[config.mk]
export PLATFORM = sky130hd
export DESIGN_NAME = gpio_infilter_flat
export DESIGN_NICKNAME = d
export VERILOG_FILES = /design/src/rtl/gpio_infilter_if.sv /design/src/rtl/gpio_infilter.sv /design/src/flat_wrapper.sv
export SDC_FILE = /design/constraint.sdc
export NUM_CORES = 1
export LEC_CHECK = 0
export ABC_AREA = 1
export CAP_MARGIN = 20
export CORE_MARGIN = 2
export CORE_UTILIZATION = 45
export DETAILED_ROUTE_END_ITERATION = 10
export PLACE_DENSITY = 0.72
export SLEW_MARGIN = 30
export SYNTH_ARGS = -nofsm -noshare
export SYNTH_HDL_FRONTEND = slang
export SYNTH_SLANG_ARGS = --single-unit
[constraint.sdc]
create_clock -name clk -period 3 [get_ports clk]
set_clock_uncertainty 0.1 [all_clocks]
set_input_delay 0.6 -clock clk [delete_from_list [all_inputs] [get_ports clk]]
set_output_delay 0.6 -clock clk [all_outputs]
set_load 0.01 [all_outputs]
[src/rtl/gpio_infilter_if.sv]
// Pad-side and filtered-output bundle for the GPIO input filter.
interface gpio_infilter_if #(
    parameter int INNUM = 16
);
    logic [INNUM-1:0] pin_in;
    logic [7:0]       dflt_st;
    logic [7:0]       refclk_st;
    logic [INNUM-1:0] gpio_in;
    logic [INNUM-1:0] gpio_rise;
    logic [INNUM-1:0] gpio_fall;

    modport master (
        output pin_in,
        output dflt_st,
        output refclk_st,
        input  gpio_in,
        input  gpio_rise,
        input  gpio_fall
    );

    modport slave (
        input  pin_in,
        input  dflt_st,
        input  refclk_st,
        output gpio_in,
        output gpio_rise,
        output gpio_fall
    );
endinterface

[src/rtl/gpio_infilter.sv]
// GPIO input synchronizer and per-bit glitch filter with shared sample prescaler.
module gpio_infilter #(
    parameter int INNUM = 16
) (
    input logic             clk,
    input logic             rst_n,
    gpio_infilter_if.slave  bus
);
    logic [INNUM-1:0] sync1_q, sync1_d;
    logic [INNUM-1:0] sync2_q, sync2_d;
    logic [INNUM-1:0] gpio_in_q, gpio_in_d;
    logic [INNUM-1:0] rise_q, rise_d;
    logic [INNUM-1:0] fall_q, fall_d;
    logic [7:0]       pcnt_q, pcnt_d;
    logic [7:0]       fcnt_q [INNUM];
    logic [7:0]       fcnt_d [INNUM];
    logic             tick;
    logic [8:0]       inc;

    always_comb begin
        sync1_d   = bus.pin_in;
        sync2_d   = sync1_q;
        gpio_in_d = gpio_in_q;
        fcnt_d    = fcnt_q;
        inc       = '0;
        // A lowered refclk_st below pcnt still ticks on the next cycle.
        tick      = (pcnt_q >= bus.refclk_st);
        pcnt_d    = tick ? 8'd0 : pcnt_q + 8'd1;

        if (bus.dflt_st == 8'd0) begin
            gpio_in_d = sync2_q;
            for (int i = 0; i < INNUM; i++) begin
                fcnt_d[i] = 8'd0;
            end
        end else if (tick) begin
            for (int i = 0; i < INNUM; i++) begin
                inc = {1'b0, fcnt_q[i]} + 9'd1;
                if (sync2_q[i] == gpio_in_q[i]) begin
                    fcnt_d[i] = 8'd0;
                end else if (inc >= {1'b0, bus.dflt_st}) begin
                    gpio_in_d[i] = sync2_q[i];
                    fcnt_d[i]    = 8'd0;
                end else if (fcnt_q[i] != 8'hFF) begin
                    fcnt_d[i] = inc[7:0];
                end
            end
        end

        rise_d = gpio_in_d & ~gpio_in_q;
        fall_d = ~gpio_in_d & gpio_in_q;
    end

    always_ff @(posedge clk) begin
        if (!rst_n) begin
            sync1_q   <= '0;
            sync2_q   <= '0;
            gpio_in_q <= '0;
            rise_q    <= '0;
            fall_q    <= '0;
            pcnt_q    <= '0;
            for (int i = 0; i < INNUM; i++) begin
                fcnt_q[i] <= '0;
            end
        end else begin
            sync1_q   <= sync1_d;
            sync2_q   <= sync2_d;
            gpio_in_q <= gpio_in_d;
            rise_q    <= rise_d;
            fall_q    <= fall_d;
            pcnt_q    <= pcnt_d;
            for (int i = 0; i < INNUM; i++) begin
                fcnt_q[i] <= fcnt_d[i];
            end
        end
    end

    assign bus.gpio_in   = gpio_in_q;
    assign bus.gpio_rise = rise_q;
    assign bus.gpio_fall = fall_q;
endmodule

[src/flat_wrapper.sv]
// flat-port wrapper written by rule: the top's interface ports become plain ports
module gpio_infilter_flat 
#(
    parameter int INNUM = 16
)
  (clk, rst_n, bus_pin_in, bus_dflt_st, bus_refclk_st, bus_gpio_in, bus_gpio_rise, bus_gpio_fall);
  gpio_infilter_if #(.INNUM(INNUM)) bus_i ();
  input logic clk;
  input logic rst_n;
  input wire logic [$bits(bus_i.pin_in)-1:0] bus_pin_in;
  input wire logic [$bits(bus_i.dflt_st)-1:0] bus_dflt_st;
  input wire logic [$bits(bus_i.refclk_st)-1:0] bus_refclk_st;
  output wire logic [$bits(bus_i.gpio_in)-1:0] bus_gpio_in;
  output wire logic [$bits(bus_i.gpio_rise)-1:0] bus_gpio_rise;
  output wire logic [$bits(bus_i.gpio_fall)-1:0] bus_gpio_fall;
  assign bus_i.pin_in = bus_pin_in;
  assign bus_i.dflt_st = bus_dflt_st;
  assign bus_i.refclk_st = bus_refclk_st;
  assign bus_gpio_in = bus_i.gpio_in;
  assign bus_gpio_rise = bus_i.gpio_rise;
  assign bus_gpio_fall = bus_i.gpio_fall;
  gpio_infilter #(.INNUM(INNUM)) u_core (.clk(clk), .rst_n(rst_n), .bus(bus_i));
endmodule
# Word level (Yosys, flattened, before mapping)
# Cells that the tools add are included.
op_classes:
  addsub: 17
  eq_ne: 32
  bitwise: 5
  magnitude_cmp: 17
  n_reduce_logical: 35
  muxes: 82
op_table:
  columns: ["operator", "count"]
  rows:
  - ["8-bit 2-to-1 mux", 48]
  - ["8-bit by 1-bit adder with 9-bit output (second input constant)", 16]
  - ["9-bit by 8-bit >= comparator with 1-bit output", 16]
  - ["8-bit != test (second input constant)", 16]
  - ["3-bit nonzero test", 16]
  - ["16-bit bitwise AND", 2]
  - ["1-bit 2-to-1 mux", 32]
  - ["16-bit 2-to-1 mux", 2]
  - ["16-bit NOT", 2]
  - ["2-bit AND reduction", 16]
  - ["1-bit == test", 16]
  - ["8-bit by 1-bit adder with 8-bit output (second input constant)", 1]
  - ["8-bit >= comparator", 1]
  - ["8-bit logical NOT", 1]
  - ["2-bit OR reduction", 2]
  - ["1-bit NOT", 1]
word_totals:
  ff_bits: 216
  out_inout_bits: 48

# Depth between registers and ports, before layout
# Gate-level depths: netlist of run 1.
logic_depth:
  ltp_word: 8
  ltp_mapped: 16
  depth_no_buf: 16

# Worst setup path before layout of run 1
# No wires, ideal clock.
synth_timing:
  kind: "input port to flip-flop"
  from: "input port bus_dflt_st[2]"
  to: "register u_core.fcnt_q[47] (netlist name)"
  arrival_ps: 1975
  path_buffers: 0
  setup_ps: 70
  slack_ps: 856
  path_stages: 13
  required_ps: 2830
  path_cell_list: "inv_1 > ha_1 > nand2_1 > inv_1 > nand3_1 > nand3_1 > nand2_1 > nand2_1 > nand2_1 > nand2_1 > nor2_4 > nand2_1 > a21oi_1"
synth_via:
  elab_chain_len: 3
  word_cells_on_any_way: 7
  cone_classes: "order compare: 1; mux: 2; reduce/logical: 4"
synth_lines:
  columns: ["item", "line", "source"]
  rows:
  - ["start, declared", "flat_wrapper.sv:11", "input wire logic [$bits(bus_i.dflt_st)-1:0] bus_dflt_st;"]
  - ["9-bit by 8-bit >= comparator with 1-bit output", "gpio_infilter.sv:40", "end else if (inc >= {1'b0, bus.dflt_st}) begin"]
  - ["3-bit nonzero test (no source line) or 8-bit 2-to-1 mux (tied branches)", null, null]
  - ["2-bit AND reduction (no source line) or 8-bit 2-to-1 mux (tied branches)", null, null]
  - ["end signal, assigned by index", "gpio_infilter.sv:72", "fcnt_q[i] <= fcnt_d[i];"]
  - ["end, declared", "gpio_infilter.sv:15", "logic [7:0] fcnt_q [INNUM];"]
# Parallel ways exist; a longest one is shown, timed or not.
# A chain may end at the register's enable or synchronous reset.

# Worst setup path in the final report of run 1
layout_timing:
  from: "register u_core.fcnt_q[56] (netlist name)"
  to: "register u_core.fcnt_q[58] (netlist name)"
layout_via:
  elab_chain_len: 4
  word_cells_on_any_way: 8
  cone_classes: "add/sub: 1; order compare: 1; eq/ne: 1; mux: 3; reduce/logical: 2"
layout_lines:
  columns: ["item", "line", "source"]
  rows:
  - ["8-bit by 1-bit adder with 9-bit output", "gpio_infilter.sv:37", "inc = {1'b0, fcnt_q[i]} + 9'd1;"]
  - ["9-bit by 8-bit >= comparator with 1-bit output or 8-bit 2-to-1 mux (tied branches)", "gpio_infilter.sv:40, gpio_infilter.sv:43", null]
  - ["3-bit nonzero test (no source line) or 8-bit 2-to-1 mux (tied branches)", null, null]
  - ["2-bit AND reduction (no source line) or 8-bit 2-to-1 mux (tied branches)", null, null]
# Parallel ways exist; a longest one is shown, timed or not. The select of a mux whose other input is x is not followed.

==> results of run 1 <==
## sequential cells by signal, summed over array words and instances (netlist names)
signal / flops
u_core.sync1_q: 16
u_core.pcnt_q: 8
u_core.sync2_q: 16
u_core.bus.gpio_rise: 16
u_core.bus.gpio_fall: 16
u_core.fcnt_q: 128
u_core.bus.gpio_in: 16
## cell usage after synthesis, types with 3 or more instances
cell type  count
nand2_1      454
a21oi_1      180
buf_2         15
or2_2         15
xnor2_1       25
dfxtp_1      216
clkbuf_1      20
nand4_1       19
a31oi_1       16
xor2_1        76
buf_1          8
o21ai_0       72
nor2_4         7
buf_6          3
o21a_1         8
inv_1        216
nor2_1       100
ha_1         153
nand3_1      146
buf_4          3
## critical path, delay by kind of cell (launching register included)
family,cells,cell delay [ns]
and+or+nand+nor,7,0.82
adders and majority gates,2,0.52
DFF,1,0.43
AOI/OAI and AO/OA,2,0.28
xor gates and xnor gates,1,0.25
## power by group through the flow
| stage | registers (mW) | logic (mW) | clock network (mW) |
|---|---|---|---|
| after floorplan | 3.00 | 0.269 | 0 |
| after global placement | 3.00 | 0.438 | 0 |
| after detailed placement | 3.01 | 0.452 | 0 |
| after CTS | 2.94 | 0.454 | 3.27 |
| after global routing | 2.95 | 0.513 | 3.39 |
| final | 2.94 | 0.453 | 3.20 |
## cell type report
class,count,area share [%]
Clock inverter,11,1.10
Timing Repair Buffer,108,7.86
Multi-Input combinational cell,1281,49.1
Clock buffer,34,4.64
Sequential cell,216,28.7
Tap cell,378,3.14
Inverter,217,5.41
## final timing paths
| path | slack, ns | end |
|---|---|---|
| worst max-delay path | 0.51 | u_core.fcnt_q[58] |
| worst min-delay path | 0.31 | u_core.sync2_q[9] |
| worst max register to register | 0.51 | u_core.fcnt_q[58] |
| worst min register to register | 0.31 | u_core.sync2_q[9] |
## per-stage QoR
step / util, % / area, um2
after floorplan: - / 12800
after global placement: 51.0 / 14200
after detailed placement: 51.0 / 14200
after CTS: 54.1 / 15100
after global routing: 54.1 / 15100
final: 54.1 / 15100
## cells in the final DEF (no fill, tap or decap)
cell             instances
and3_1                   1
clkdlybuf4s50_1         80
nand4_1                 19
inv_1                  216
nor2_4                   8
o21ai_1                  1
inv_2                    1
clkbuf_16               25
ha_1                   153
nand3_4                  1
nor2_1                 100
nand2_1                454
clkinvlp_4               3
bufinv_16                4
buf_12                  14
nor3b_1                  2
nand3_1                146
clkinv_4                 1
clkinv_2                 3
xor2_1                  76
nor2_2                   1
or2_2                   15
nand3b_1                 2
buf_4                   13
nand2_2                  1
o21a_1                   8
a21oi_1                180
clkbuf_1                 5
xnor2_1                 25
a31oi_1                 16
o21ai_0                 72
buf_2                    1
clkbuf_8                 4
dfxtp_1                216
## kinds of logic (layout without fill, tap and decap cells)
logic type | after synthesis | in the layout
and+or+nand+nor | 750 | 750
AOI/OAI and AO/OA | 277 | 277
buffers and inverters | 266 | 370
DFF | 216 | 216
adders and majority gates | 153 | 153
xor gates and xnor gates | 101 | 101
## metal layers
metal  part of all wire [%]  track usage [%]
met5                      0                0
met4                    1.5             4.27
met1                     47             27.0
met2                     47             35.5
met3                    4.5             2.40
==> qor.yml, run 1 <==
placement:
  dpl.hpwl_um: 20600
  dp.cells: 2200
  dpl_worst_slack_ns: 0.107
  portBuffers: 81
  gp_congestion: 0.819
die:
  die_area_um2: 29700
  rows: 61
  core-area_um2: 27900
  die_width_um: 172
  die_h_um: 172
  io_pins: 82
  start_util_pct: 45.8
synthesis:
  syn_area_um2: 12800
  synth_area_leader_cell: "dfxtp_1"
  syn_inst: 1763
  synth_compound_area_share_pct: 11.2
  synth_top_family_by_area: "simple AND/OR/NAND/NOR gates"
  ys_ff_latch: 216
  yosys_warnings: 0
  synth_edf_count: 0
  yosys.area_share.adder_pct: 15.0
  ys.flop_type: "dfxtp_1"
  synthArstFlopShare_pct: 0
  muxShareOfSynthArea_pct: 0
  synth_area_per_cell_um2: 7.24
  synth-xor-area-share_pct: 6.93
  synth_top_cell_area_share_pct: 33.9
  synth_cell_types: 28
  synthTopCellsByArea: "dfxtp_1 (34%), ha_1 (15%), nand2_1 (13%)"
  synth-simple-area-share_pct: 24.8
  syn-num-nets: 1950
  yosysSeqAreaShare_pct: 33.9
clocking:
  cts_inserted_buffers: 25
  cts-htree-levels: 1
  post_cts_resized: 0
  clkSlewWorstSetupHoldPaths_ns: 0.06
  cts_hold_buf: 0
  cts_tree: "done"
  cts.sinks: 216
  postCtsSetupRepairBufs: 0
  clockBufferDepth: 3
  ctsRootBufferMaster: "clkbuf_16"
  clock_latency_ns: 0.52
pwr:
  seqPwrFrac_pct: 44.6
  p_sw_mw: 1.54
  power_frac_comb_pct: 6.9
  p_int_mw: 5.06
  clkPwrFrac_pct: 48.5
  pwr_density_cell_nw_per_um2: 438
  sw_frac_of_total_pct: 23.3
  finalPower_mw: 6.60
  ir_worst_vdd_uv: 346
  power.leakage_nw: 7.47
sta:
  fin_crit_sh_pct: 82.9
  finalHoldViolations: 0
  setup-tns-final_ns: 0
  relSlewSlack_pct: 60.0
  worst_pin_slew_ns: 0.597
  worst_hold_slack_ns: 0.313
  slew_violations: 0
  max_freq_mhz: 402
  period_minus_slack_ns: 2.49
  setup_viol: 0
  rsz0062_at_grt: "false"
  layout_setup_ws_ns: 0.514
worst_setup_path:
  cpMaxStageDelayCell: "dfxtp_1"
  worstRegToRegCells: 12
  path_cells: "ha_1, nand3_1, nor2_1, xor2_1, ha_1, a21oi_1, nand2_1, nand2_1, nand2_1, nor2_4, nand2_1, a21oi_1"
  path_class: "reg2reg"
  cp.arrival_ns: 2.83
  cp.required_ns: 3.34
  crit_top_cell: "nand2_1"
  cp_max_fo: 8
  cp-startpoint: "u_core.fcnt_q[56]"
  endpoint_kind: "register"
  startpoint_type: "register"
  max_stage_delay_ns: 0.43
  r2r_start: "u_core.fcnt_q[56]"
route:
  viasPerCell: 5.07
  drc: 0
  wl_per_cell_um: 13.2
  via_count: 11400
  drtIter0Drc: 649
  wl_um: 29700
  drtAntennaViolNets: 0
  firstDrtPassIters: 5
global_route:
  grt_max_degree: 73
  grt.total_usage_pct: 20.3
  grt_pass1_wl_um: 49900
  antenna_found_initial: 0
  grt_pass1_vias: 10800
  gr-total-overflow: 0
hold_path:
  min_from: "u_core.sync1_q[9]"
  hold_depth: 2
  min_path_type: "reg2reg"
finish:
  regArea_um2: 4320
  drive_above_1_share_pct: 5.09
  n_antenna_cell: 0
  area_delta_synth_final_pct: 18.0
  layout.cells.non_filler: 2245
  nNetsFinal: 2036
  n_fill_cell: 2622
  multi_input_area_um2: 7400
status:
  outcome: "finished clean"
flow_run:
  maxCapViolations: 0
No activity file was read; power rests on OpenSTA's default activity.
==> run 2: changes to the inputs <==
==> constraint.sdc (replaced) <==
create_clock -name clk -period 2.4 [get_ports clk]
set_clock_uncertainty 0.1 [all_clocks]
set_input_delay 0.48 -clock clk [delete_from_list [all_inputs] [get_ports clk]]
set_output_delay 0.48 -clock clk [all_outputs]
set_load 0.01 [all_outputs]
==> qor.yml, run 2 (synthesis gave the netlist of run 1 again) <==
status:
  outcome: "finished clean"
route:
  wl_um: 32300  # +8.7%
  wl_per_cell_um: 14.0  # +5.8%
  drtIter0Drc: 670  # +3.2%
  drc: 0  # unchanged
  via_count: 11900  # +4.2%
  firstDrtPassIters: 7  # +2
  viasPerCell: 5.14  # +1.4%
  drtAntennaViolNets: 0  # unchanged
clocking:
  cts_tree: "done"
  clkSlewWorstSetupHoldPaths_ns: 0.06  # about the same
  cts.sinks: 216  # unchanged
  cts_hold_buf: 0  # unchanged
  clockBufferDepth: 3  # unchanged
  cts_inserted_buffers: 25  # unchanged
  ctsRootBufferMaster: "clkbuf_16"
  cts-htree-levels: 1  # unchanged
  clock_latency_ns: 0.53  # about the same
pwr:
  ir_worst_vdd_uv: 404  # +17%
  pwr_density_cell_nw_per_um2: 491  # +12%
  power.leakage_nw: 7.94  # +6.2%
finish:
  layout.cells.most_common: "nand2_1"
  post-route-util_pct: 59.2  # +5.1 points
  layout_common_cells: "nand2_1 (426), inv_1 (207), dfxtp_1 (184)"
  n_antenna_cell: 0  # unchanged
  drive_above_1_share_pct: 18.3  # +13 points
  regMostFlops: "u_core.fcnt_q"
  largest_register_ffs: 128  # unchanged
  nNetsFinal: 2096  # +2.9%
  final_cell_area_um2: 16500  # +9.5%
  area_delta_synth_final_pct: 29.2
sta:
  layout_setup_ws_ns: 0.0909  # -0.423 ns
  relSlewSlack_pct: 56.2  # -3.9 points
  rsz0062_at_grt: "true"
  slew_violations: 0  # unchanged
  fin_crit_sh_pct: 96.2  # +13 points
  setup_viol: 0  # unchanged
  period_minus_slack_ns: 2.31  # -0.177 ns
  finalHoldViolations: 0  # unchanged
  max_freq_mhz: 433  # +7.7%
  worst_pin_slew_ns: 0.655  # +0.0578 ns
worst_setup_path:
  path_class: "reg2reg"
  crit_top_cell: "nand2_1"
  cpMaxStageDelayCell: "dfxtp_4"
  worstRegToRegCells: 15  # +3
  max_stage_delay_ns: 0.37  # -0.06 ns
  endpoint: "u_core.fcnt_q[19]"
  r2r_end: "u_core.fcnt_q[19]"
  cp.required_ns: 2.75  # -0.59 ns
  r2r_start: "u_core.fcnt_q[17]"
  cp_max_fo: 8  # unchanged
  path_cells: "ha_4, nand3_4, xnor2_2, ha_1, nand2_2, inv_1, nand2_1, nand3_1, nand2_1, nand2_1, nand2_1, nand2_2, nor2_4, nand2_1, a21oi_1"
  r2r_setup_slack_ns: 0.09  # -0.42 ns
  endpoint_kind: "register"
  cp.arrival_ns: 2.65  # -0.18 ns
  cp-startpoint: "u_core.fcnt_q[17]"
  startpoint_type: "register"
global_route:
  grt_pass1_wl_um: 50500  # +1.0%
  grt_pass1_vias: 10900  # +1.2%
  grt.total_usage_pct: 20.6  # +0.28 points
  gr-total-overflow: 0  # unchanged
  grt_max_degree: 67  # -8.2%
  antenna_found_initial: 0  # unchanged
flow_run:
  maxCapViolations: 0  # unchanged
die:
  die_width_um: 172  # unchanged
  die_h_um: 172  # unchanged
  die_area_um2: 29700  # unchanged
  io_pins: 82  # unchanged
  rows: 61  # unchanged
  core-area_um2: 27900  # unchanged
  start_util_pct: 45.8  # unchanged
placement:
  dpl_worst_slack_ns: -0.354  # -0.461 ns
  placed_area_um2: 14600  # +3.0%
  dpl.hpwl_um: 22000  # +6.6%
  portBuffers: 81  # unchanged
  gp_congestion: 0.843  # +3.0%
hold_path:
  min_path_type: "reg2reg"
==> run 2: cell count changes in the layout (fill, tap and decap cells not counted), sizes merged <==
| cell | previous run | this run |
|---|---|---|
| buf | 28 | 88 |
| bufinv | 4 | 2 |
| clkbuf | 34 | 32 |
| clkinv | 4 | 8 |
| inv | 217 | 218 |
==> run 2: final cells by class <==
type	instances	area [um2]
well taps	378	473
clock inverters	14	131
fillers	2358	11400
repair buffers	168	1730
multi-input cells	1281	8270
inverters	217	820
flip-flops and latches	216	4370
clock buffers	32	692
==> run 2: report_power, final <==
| group | internal (mW) | switching, mW | leakage [nW] |
|---|---|---|---|
| Sequential | 3.63 | 0.0447 | 1.77 |
| Combinational | 0.267 | 0.370 | 5.76 |
| Clock | 2.25 | 1.52 | 0.405 |
==> run 2: repair_timing <==
action,in CTS,in global routing
gates resized for setup,1,232
buffers inserted,0,15
pin swaps,0,56
setup endpoints to repair,7,165
==> run 2: critical path: cells and delay by family, from the launching register on <==
kind | cells | cell delay (ns)
DFF | 1 | 0.37
adders and majority gates | 2 | 0.43
xor gates and xnor gates | 1 | 0.22
and+or+nand+nor | 10 | 0.90
buffers and inverters | 1 | 0.04
AOI/OAI and AO/OA | 1 | 0.16
==> run 2: layer usage <==
metal / vias up / global-route usage (%) / share of wire, %
met5: - / 0 / 0
met4: 0 / 5.88 / 2.3
met1: 5510 / 26.6 / 45
met3: 59 / 2.52 / 4.2
li1: 6035 / - / -
met2: 250 / 36.0 / 48
==> run 2: how the worst min path moves through the flow <==
stage | depth (start not counted) | to | from | slack [ns]
floorplan | 2 | u_core.sync2_q[0] | u_core.sync1_q[0] | 0.29
global placement | 2 | u_core.sync2_q[9] | u_core.sync1_q[9] | 0.29
detailed placement | 2 | u_core.sync2_q[5] | u_core.sync1_q[5] | 0.30
CTS | 2 | u_core.sync2_q[5] | u_core.sync1_q[5] | 0.31
global route | 2 | u_core.sync2_q[5] | u_core.sync1_q[5] | 0.34
finish | 2 | u_core.sync2_q[5] | u_core.sync1_q[5] | 0.31
==> run 2: through the flow <==
stage | std cells | hold WS [ns] | TNS, ns | total power, mW
global placement | 2245 | 0.293 | -37.27 | 4.35
CTS | 2291 | 0.309 | 0 | 8.15
floorplan | 1763 | 0.290 | 0 | 4.08
detailed placement | 2245 | 0.295 | -46.06 | 4.37
finish | 2306 | 0.308 | 0 | 8.09
global route | 2306 | 0.336 | -0.490 | 8.36
==> run 3: changes to the inputs <==
--- a/config.mk
+++ b/config.mk
@@ -6,12 +6,10 @@
 export NUM_CORES = 1
 export LEC_CHECK = 0
 export ABC_AREA = 1
-export CAP_MARGIN = 20
 export CORE_MARGIN = 2
 export CORE_UTILIZATION = 45
 export DETAILED_ROUTE_END_ITERATION = 10
 export PLACE_DENSITY = 0.72
-export SLEW_MARGIN = 30
 export SYNTH_ARGS = -nofsm -noshare
 export SYNTH_HDL_FRONTEND = slang
 export SYNTH_SLANG_ARGS = --single-unit
==> results of run 3 <==
The final DEF is identical to that of run 2; final timing and power are the same.
